===== src/rtl/snake_pkg.sv =====
// Shared snake-game constants: screen size, pixel field widths,
// arbiter lock state encoding and a round-robin helper.
package snake_pkg;

  localparam int SCREEN_W = 160;
  localparam int SCREEN_H = 120;

  localparam int X_W      = 8;
  localparam int Y_W      = 7;
  localparam int COLOUR_W = 3;
  localparam int GID_W    = 3;

  typedef enum logic {
    ARB_UNLOCKED = 1'b0,
    ARB_LOCKED   = 1'b1
  } arb_state_t;

  function automatic int rr_next(int i, int n);
    return (i + 1) % n;
  endfunction

endpackage


===== src/rtl/rr_priority_picker.sv =====
// Round-robin picker: first set bit of req scanning from ptr upward.
// Ports: req, ptr in; grant (one-hot or zero), idx, found out.
module rr_priority_picker #(
  parameter int N  = 3,
  parameter int IW = (N > 1) ? $clog2(N) : 1
) (
  input  logic [N-1:0]  req,
  input  logic [IW-1:0] ptr,
  output logic [N-1:0]  grant,
  output logic [IW-1:0] idx,
  output logic          found
);

  always_comb begin
    logic [IW-1:0] j;
    grant = '0;
    idx   = '0;
    found = 1'b0;
    j     = '0;
    for (int k = 0; k < N; k++) begin
      j = IW'((int'(ptr) + k) % N);
      if (!found && req[j]) begin
        found    = 1'b1;
        grant[j] = 1'b1;
        idx      = j;
      end
    end
  end

endmodule


===== src/rtl/pixel_write_arbiter.sv =====
// Round-robin arbiter with burst lock sharing the VGA write port.
// Ports: clk, reset_n, req_valid/x/y/colour/burst in; req_ready
// (comb), plot, x_out, y_out, colour_out, grant_id, locked (reg).
// Optional: PIXEL_CLIP_EN suppresses plot for off-screen writes.
module pixel_write_arbiter
  import snake_pkg::*;
#(
  parameter int NUM_REQ      = 3,
  parameter int LOCK_TIMEOUT = 16
) (
  input  logic                         clk,
  input  logic                         reset_n,
  input  logic [NUM_REQ-1:0]           req_valid,
  input  logic [NUM_REQ*X_W-1:0]       req_x,
  input  logic [NUM_REQ*Y_W-1:0]       req_y,
  input  logic [NUM_REQ*COLOUR_W-1:0]  req_colour,
  input  logic [NUM_REQ-1:0]           req_burst,
  output logic [NUM_REQ-1:0]           req_ready,
  output logic                         plot,
  output logic [X_W-1:0]               x_out,
  output logic [Y_W-1:0]               y_out,
  output logic [COLOUR_W-1:0]          colour_out,
  output logic [GID_W-1:0]             grant_id,
  output logic                         locked
);

  localparam int IW = $clog2(NUM_REQ);
  localparam int CW = $clog2(LOCK_TIMEOUT + 1);

  arb_state_t    state, state_n;
  logic [IW-1:0] owner, owner_n;
  logic [IW-1:0] rr_ptr, rr_n;
  logic [CW-1:0] cnt, cnt_n;

  logic [X_W-1:0]      xs [NUM_REQ];
  logic [Y_W-1:0]      ys [NUM_REQ];
  logic [COLOUR_W-1:0] cs [NUM_REQ];

  for (genvar i = 0; i < NUM_REQ; i++) begin : g_unpack
    assign xs[i] = req_x[i*X_W +: X_W];
    assign ys[i] = req_y[i*Y_W +: Y_W];
    assign cs[i] = req_colour[i*COLOUR_W +: COLOUR_W];
  end

  logic [NUM_REQ-1:0] eligible;
  logic [NUM_REQ-1:0] grant;
  logic [IW-1:0]      win;
  logic               xfer;
  logic               win_burst;
  logic               clip;

  // While locked only the owner may be picked.
  always_comb begin
    eligible = req_valid;
    if (state == ARB_LOCKED)
      eligible = req_valid & (NUM_REQ'(1) << owner);
  end

  rr_priority_picker #(
    .N  (NUM_REQ),
    .IW (IW)
  ) u_pick (
    .req   (eligible),
    .ptr   (rr_ptr),
    .grant (grant),
    .idx   (win),
    .found (xfer)
  );

  assign req_ready = grant;
  assign win_burst = req_burst[win];
  assign locked    = (state == ARB_LOCKED);

`ifdef PIXEL_CLIP_EN
  localparam logic [X_W-1:0] X_LIM = X_W'(SCREEN_W);
  localparam logic [Y_W-1:0] Y_LIM = Y_W'(SCREEN_H);
  assign clip = (xs[win] >= X_LIM) || (ys[win] >= Y_LIM);
`else
  assign clip = 1'b0;
`endif

  always_ff @(posedge clk or negedge reset_n) begin
    if (!reset_n) begin
      state  <= ARB_UNLOCKED;
      owner  <= '0;
      rr_ptr <= '0;
      cnt    <= '0;
    end else begin
      state  <= state_n;
      owner  <= owner_n;
      rr_ptr <= rr_n;
      cnt    <= cnt_n;
    end
  end

  // Idle counter stops at LOCK_TIMEOUT-1; the idle cycle that
  // finds it there releases the lock.
  always_comb begin
    state_n = state;
    owner_n = owner;
    rr_n    = rr_ptr;
    cnt_n   = cnt;
    unique case (state)
      ARB_UNLOCKED: begin
        if (xfer) begin
          rr_n = IW'(rr_next(int'(win), NUM_REQ));
          if (win_burst) begin
            state_n = ARB_LOCKED;
            owner_n = win;
            cnt_n   = '0;
          end
        end
      end
      ARB_LOCKED: begin
        if (xfer) begin
          cnt_n = '0;
          if (!win_burst) begin
            state_n = ARB_UNLOCKED;
            rr_n    = IW'(rr_next(int'(owner), NUM_REQ));
          end
        end else if (cnt == CW'(LOCK_TIMEOUT - 1)) begin
          state_n = ARB_UNLOCKED;
          rr_n    = IW'(rr_next(int'(owner), NUM_REQ));
          cnt_n   = '0;
        end else begin
          cnt_n = cnt + CW'(1);
        end
      end
      default: begin
        state_n = ARB_UNLOCKED;
      end
    endcase
  end

  always_ff @(posedge clk or negedge reset_n) begin
    if (!reset_n) begin
      plot       <= 1'b0;
      x_out      <= '0;
      y_out      <= '0;
      colour_out <= '0;
      grant_id   <= '0;
    end else begin
      plot <= xfer && !clip;
      if (xfer) begin
        grant_id <= GID_W'(win);
        if (!clip) begin
          x_out      <= xs[win];
          y_out      <= ys[win];
          colour_out <= cs[win];
        end
      end
    end
  end

endmodule


===== config.mk =====
export PLATFORM = sky130hd
export DESIGN_NAME = pixel_write_arbiter
export DESIGN_NICKNAME = d
export VERILOG_FILES = /design/src/rtl/snake_pkg.sv /design/src/rtl/rr_priority_picker.sv /design/src/rtl/pixel_write_arbiter.sv
export SDC_FILE = /design/constraint.sdc
export NUM_CORES = 1
export LEC_CHECK = 0
export BUFFER_PORTS_ARGS = -buffer_cell sky130_fd_sc_hd__buf_2
export CAP_MARGIN = 30
export CORE_ASPECT_RATIO = 0.5
export CORE_MARGIN = 2
export CORE_UTILIZATION = 45
export CTS_BUF_LIST = sky130_fd_sc_hd__clkbuf_8
export DETAILED_ROUTE_END_ITERATION = 12
export GPL_ROUTABILITY_DRIVEN = 1
export GPL_TIMING_DRIVEN = 0
export PLACE_DENSITY = 0.77
export RECOVER_POWER = 50
export SYNTH_ARGS = -nofsm -noshare
export SYNTH_HDL_FRONTEND = slang
export SYNTH_SLANG_ARGS = --single-unit

===== constraint.sdc =====
create_clock -name clk -period 2.9 [get_ports clk]
set_input_delay 0.145 -clock clk [delete_from_list [all_inputs] [get_ports clk]]
set_output_delay 0.145 -clock clk [all_outputs]
set_load 0.01 [all_outputs]

==> impl_metrics.csv, run 1 <==
group,metric,value,unit
logic_synthesis,seq_area_frac_synth,0.373,
power,p_per_area,1210,mW/mm^2
power,power_frac_clock,0.111,
place,dpl.hpwl,4120,um
timing,fmax,356,MHz
status,outcome,"complete, but fails checks",
logic_synthesis,yosys_most_used_dff,"dfrtp_1",
drt,vias,2121,
timing,finalSetupTns,0,ps
logic_synthesis,syn_area,0.00208,mm^2
timing,maxSlewHeadroom,-0.0680,
worst_setup_path,critPathLaunchType,"flop",
logic_synthesis,synth_seq_cells,31,
logic_synthesis,synth_cell_types,52,
logic_synthesis,avgSynthCellArea,9.25,um^2
place,port_buffers,86,
finish,final_cells,383,
clocking,numCtsBuffers,5,
global_routing,grt_pass1_vias,2034,
finish,antennaDiodeCount,0,
global_routing,grt_pass1_wl,9160,um
worst_setup_path,crit_family,"adder cells",
place,gp_congestion,0.871,
worst_setup_path,end_kind,"flop",
timing,worst_slew_pin_slew,1600,ps
finish,utilization,0.627,
logic_synthesis,synth.top_cell.area_share,0.373,
worst_setup_path,cp.buffers_inverters,4,
drt,route.detailed.drc,0,
worst_setup_path,cp_common_cell,"buf_6",
worst_setup_path,critPathMaxFanout,10,
logic_synthesis,synthArstFlopShare,1.00,
global_routing,gr-total-overflow,0,
logic_synthesis,synthTopCellsByCount,"dfrtp_1, mux2i_1, nor2_1",
finish,syn_to_final_growth,33.4,%
die,die_area,0.00522,mm^2
global_routing,grt_max_degree,32,
worst_setup_path,path_class,"reg -> reg",
timing,clock-skew-final,3.48,ps
worst_setup_path,crit_slowest_cell,"dfrtp_1",
clocking,root_buffer,"clkbuf_8",
power,netSwitchingPower,1520,uW
timing,post-route-period-util,0.968,
logic_synthesis,ys_warn_count,0,
clocking,cts_sinks,31,
global_routing,track_usage,0.225,
power,internal_power,1840,uW
timing,setup_viol,0,
drt,antenna_left,0,
clocking,cts_buffer_depth,2,
job,maxCapViolCount,1,
timing,rsz0062_at_grt,"yes",
logic_synthesis,synth_nets,293,
power,p_leak,0.00135,uW
drt,drt_pass1_iterations,4,
power,netSwitchingFraction,0.453,
clocking,clk_pin_slew_worst_paths,70,ps
place,dp_cells,368,
drt,wire_per_inst,14.8,um
clocking,h-tree-depth,2,
die,fp.coreArea,0.00442,mm^2
drt,drt_iter0_drc,82,
power,ir_drop,0.558,mV
clocking,insertion_delay,280,ps
logic_synthesis,synth_area_leader_cell,"dfrtp_1",
finish,finalNetCount,393,
worst_setup_path,path_cells,"inv_1, ha_4, o211a_1, nor3_2, o31ai_2, and2_1, buf_6, buf_12, buf_6, mux2i_1, ha_1, nand3_1, mux2_2, o31ai_1",
logic_synthesis,synth_edf_count,0,
drt,viasPerCell,5.54,
die,ios,88,
status,violations,"max-capacitance violations, max-slew violations",
timing,drv_slew,32,
global_routing,antenna_found_initial,0,
logic_synthesis,yosysMostFrequentCell,"dfrtp_1",
worst_setup_path,worstPathRequired,3080,ps
clocking,tritoncts,"built",
power,power.total,3360,uW
drt,wl,5650,um
timing,final_hold_viol_count,0,
logic_synthesis,syn_inst,225,
die,initial_core_util,0.470,
worst_setup_path,critPathArrivalTime,2990,ps
finish,drive_above_1_share,0.307,
power,p_seq_frac,0.232,
hold_path,min_path_type,"in -> reg",
power,p_comb_frac,0.657,
logic_synthesis,ys_top_cells_by_area,"dfrtp_1, mux2i_1, a21o_1",
die,chipHeight,52.1,um
worst_setup_path,max_stage_delay,370,ps
die,rows,17,
die,die_w,100,um
timing,holdWs,98.3,ps
timing,finalCriticalPeriod,2810,ps
==> flip-flops by register name (all words and copies together), names as in the netlist <==
register,count
grant_id,2
plot,1
colour_out,3
rr_ptr,2
x_out,8
y_out,7
cnt,5
locked,1
owner,2
==> tightest hold or removal path, cell delays in order <==
cell	delay, ps
buf_2	80
a22oi_1	50
o21ai_0	60
==> repair_timing <==
item / 4_1_cts / 5_1_grt
setup buffers: 4 / 2
hold endpoints to repair: 31 / 0
setup endpoints to repair: 2 / 2
resized for setup: 8 / 13
pin swaps: 1 / 3
hold buffers: 1 / 0
==> metal layers <==
metal | track usage | vias to the layer above | part of all wire
met5 | 0 | - | 0
met4 | 0.0936 | 0 | 0.016
met3 | 0.0349 | 8 | 0.029
met2 | 0.406 | 45 | 0.51
met1 | 0.274 | 1033 | 0.44
li1 | - | 1035 | -
==> cell type report <==
class / instances / area, um^2
Clock inverter: 1 / 7.51
Clock buffer: 7 / 96.3
Multi-Input combinational cell: 169 / 1220
Buffer: 17 / 116
Sequential cell: 31 / 777
Fill cell: 385 / 1650
Timing Repair Buffer: 93 / 458
Inverter: 8 / 30.0
Tap cell: 57 / 71.3
==> logic make-up after synthesis <==
logic type | count (synthesis) | share of synthesized area
AOI/OAI and AO/OA | 78 | 0.266
xor gates and xnor gates | 2 | 0.00842
adders and majority gates | 6 | 0.0361
buffers and inverters | 25 | 0.0547
DFF | 31 | 0.373
muxes | 24 | 0.119
other | 1 | 0.00180
and+or+nand+nor | 58 | 0.141
==> final timing paths <==
kind	start	end	slack (ps)	cells after the start
max	rr_ptr[0]	rr_ptr[0]	90	14
min	req_colour[7]	colour_out[1]	100	3
max reg2reg	rr_ptr[0]	rr_ptr[0]	90	14
min reg2reg	grant_id[0]	grant_id[0]	470	2
max in group asynchronous	reset_n	rr_ptr[1]	1040	2
min in group asynchronous	reset_n	x_out[7]	820	2
==> power by group through the flow <==
stage	Clock, uW	Combinational, uW	Sequential [uW]
floorplan	0	1390	834
global placement	0	1960	769
detailed placement	0	2040	778
CTS	381	2150	770
global route	403	2450	802
finish	374	2210	779
==> placed cells by master, fill, tap and decap left out, drive strengths merged, types with 2 or more instances in the layout <==
cell and count:
o21a 4, o2111ai 2, inv 7, and2 4, nand2 14, o21ai 15
dfrtp 31, nand4b 2, nor2b 4, a211oi 9, mux2i 21, buf 79
a221o 2, o32ai 3, nor2 16, a21oi 6, nand3 5, ha 6
a21o 10, nand2b 4, nor3 4, mux2 3, o31ai 5, clkbuf 37
o22ai 2, a22oi 10
==> metrics by stage <==
| step | worst slack, ps | area (um^2) |
|---|---|---|
| after detailed placement | -415 | 2580 |
| after global routing | -35.9 | 2780 |
| after CTS | 8.43 | 2760 |
| after global placement | -359 | 2580 |
| final | 91.8 | 2780 |
| after floorplan | 69.1 | 2080 |
No activity file was read; power rests on OpenSTA's default activity.
==> run 2, diff against run 1 <==
CORE_UTILIZATION = 25   (was 45)
PLACE_DENSITY = 0.47   (was 0.77)
REMOVE_ABC_BUFFERS = 1   (was not set)
==> run 2 against run 1 <==
The run still ends with max-capacitance violations, max-slew violations left. Worst setup slack better by 39 ps. Non-clock buffer count down 10. Critical path type unchanged. Worst hold slack worse by 3.5 ps. Critical path depth is 5 lower. Clock power shrank 17%. Global-route usage fell by 9.9 points. Register-to-register slack gained 40 ps. Sequential share of layout area is 0.18 points lower. Core utilization shrank 28 points. Highest routed layer unchanged. First-iteration DRC count is 15% lower.
==> impl_metrics.csv, run 2 (synthesis results as in run 1) <==
group,metric,value,unit
die,fp.coreArea,0.00803,mm^2
global_routing,grt_pass1_wl,9150,um
drt,wire_per_inst,13.7,um
timing,fmax,361,MHz
global_routing,gr-total-overflow,0,
timing,drv_slew,32,
timing,clock-skew-final,3.61,ps
timing,final_hold_viol_count,0,
finish,syn_to_final_growth,34.5,%
worst_setup_path,path_cells,"inv_1, ha_4, o211a_1, o32a_1, or3b_1, a32oi_2, a32o_2, and2_4, mux2_4",
finish,largest_register_ffs,8,
drt,antenna_left,0,
clocking,h-tree-depth,2,
worst_setup_path,reg2regPathDepth,9,
finish,layout_commonest_cell,"buf_2",
worst_setup_path,worstPathRequired,3060,ps
power,p_leak,0.00134,uW
worst_setup_path,r2r_slack,130,ps
global_routing,grt_pass1_vias,1943,
die,ios,88,
drt,vias,2032,
hold_path,min_path_type,"in -> reg",
worst_setup_path,path_class,"reg -> reg",
worst_setup_path,max_stage_delay,440,ps
place,dpl.hpwl,4290,um
die,die_w,133,um
finish,layout_common_cells,"buf_2, dfrtp_1, clkbuf_1",
global_routing,track_usage,0.126,
die,rows,23,
clocking,clk_pin_slew_worst_paths,60,ps
timing,holdWs,94.7,ps
drt,drt_iter0_drc,70,
hold_path,holdPathEnd,"y_out[4]",
timing,setup_viol,0,
timing,worst_slew_pin_slew,1680,ps
worst_setup_path,critPathLaunchType,"flop",
finish,drive_above_1_share,0.316,
place,gp_congestion,0.767,
power,p_per_area,1190,mW/mm^2
die,chipHeight,68.5,um
finish,finalNetCount,383,
worst_setup_path,crit_slowest_cell,"dfrtp_2",
status,outcome,"complete, but fails checks",
clocking,numCtsBuffers,5,
worst_setup_path,end_kind,"flop",
finish,design_area,0.00280,mm^2
worst_setup_path,r2r_start,"rr_ptr[0]",
finish,top_regs,"x_out (8), y_out (7), cnt (5)",
hold_path,min_from,"req_y[18]",
clocking,tritoncts,"built",
hold_path,holdPathStages,3,
clocking,cts_sinks,31,
power,ir_drop,0.434,mV
finish,utilization,0.348,
worst_setup_path,critPathArrivalTime,2930,ps
clocking,insertion_delay,270,ps
die,initial_core_util,0.259,
finish,nFillCells,840,
job,maxCapViolCount,1,
drt,route.detailed.drc,0,
drt,viasPerCell,4.75,
clocking,root_buffer,"clkbuf_8",
place,port_buffers,86,
timing,post-route-period-util,0.955,
finish,antennaDiodeCount,0,
worst_setup_path,critPathMaxFanout,12,
drt,drt_pass1_iterations,4,
die,die_area,0.00911,mm^2
worst_setup_path,reg2reg_to,"owner[1]",
global_routing,grt_max_degree,32,
place,place_area,0.00263,mm^2
timing,maxSlewHeadroom,-0.120,
clocking,cts_buffer_depth,2,
timing,finalCriticalPeriod,2770,ps
global_routing,antenna_found_initial,0,
drt,wl,5850,um
finish,largest-register,"x_out",
status,violations,"max-capacitance violations, max-slew violations",
-- run 2: cell types whose count changed in the layout (fill, tap and decap cells not counted), moves of 2 or more --
cell,previous run,this run
clkbuf_1,29,22
clkbuf_8,7,5
buf_4,9,11
inv_1,6,8
buf_6,3,0
-- run 2: layout make-up --
cell class	instances	area (um^2)	area share
clock buffer	5	68.8	0.0246
clock inverter	3	12.5	0.00447
inverter	8	30.0	0.0107
multi-input combinational	169	1230	0.440
sequential	31	778	0.278
tap	112	140	0.0501
timing repair buffer	100	538	0.192
-- run 2: worst max-delay path: cells and delay by family, from the launching register on --
family | cells | cell delay, ps
AO/OA/AOI/OAI | 4 | 1010
adder cells (fa/ha/maj) | 1 | 250
buffers and inverters | 1 | 120
flip-flops | 1 | 440
multiplexers | 1 | 290
AND/OR/NAND/NOR | 2 | 560
-- run 2: per-stage QoR --
stage / instances / power, uW / TNS [ps] / setup WS (ps)
5_1_grt: 428 / 3650 / -15.1 / -15.1
4_1_cts: 425 / 3300 / 0 / 19.7
2_1_floorplan: 208 / 2140 / -9350 / -942
3_3_place_gp: 406 / 2710 / -31670 / -1800
6_report: 428 / 3330 / 0 / 131
3_5_place_dp: 410 / 2850 / -9380 / -553
-- run 2: repair_timing --
item,CTS,global route
setup endpoints to repair,28,14
gates resized for setup,6,6
buffers inserted,6,3
pin swaps,3,3
hold buffers,1,0
hold endpoints to repair,31,0
-- run 2: how the worst max path moves through the flow --
stage,end,cells past startpoint,from,slack (ps)
after detailed placement,rr_ptr[0],12,rr_ptr[0],-550
after floorplan,rr_ptr[0],10,rr_ptr[0],-940
after global placement,rr_ptr[0],10,rr_ptr[0],-1800
after CTS,x_out[0],8,locked,20
after global routing,rr_ptr[0],12,rr_ptr[0],-20
final,owner[1],9,rr_ptr[0],130
-- run 2: routing by layer --
metal  vias to the layer above  share of wire  global-route usage
met1                       944           0.46               0.160
met4                         0          0.018              0.0578
met3                        13          0.034              0.0212
li1                       1016              -                   -
met5                         -              0                   0
met2                        59           0.49               0.218
-- run 2: report_power, final --
| part | leakage, uW | total, uW | internal (uW) | switching (uW) |
|---|---|---|---|---|
| Clock | 0.0000505 | 312 | 161 | 151 |
| Combinational | 0.000905 | 2220 | 1020 | 1200 |
| Sequential | 0.000382 | 800 | 643 | 157 |
| Total | 0.00134 | 3330 | 1830 | 1500 |
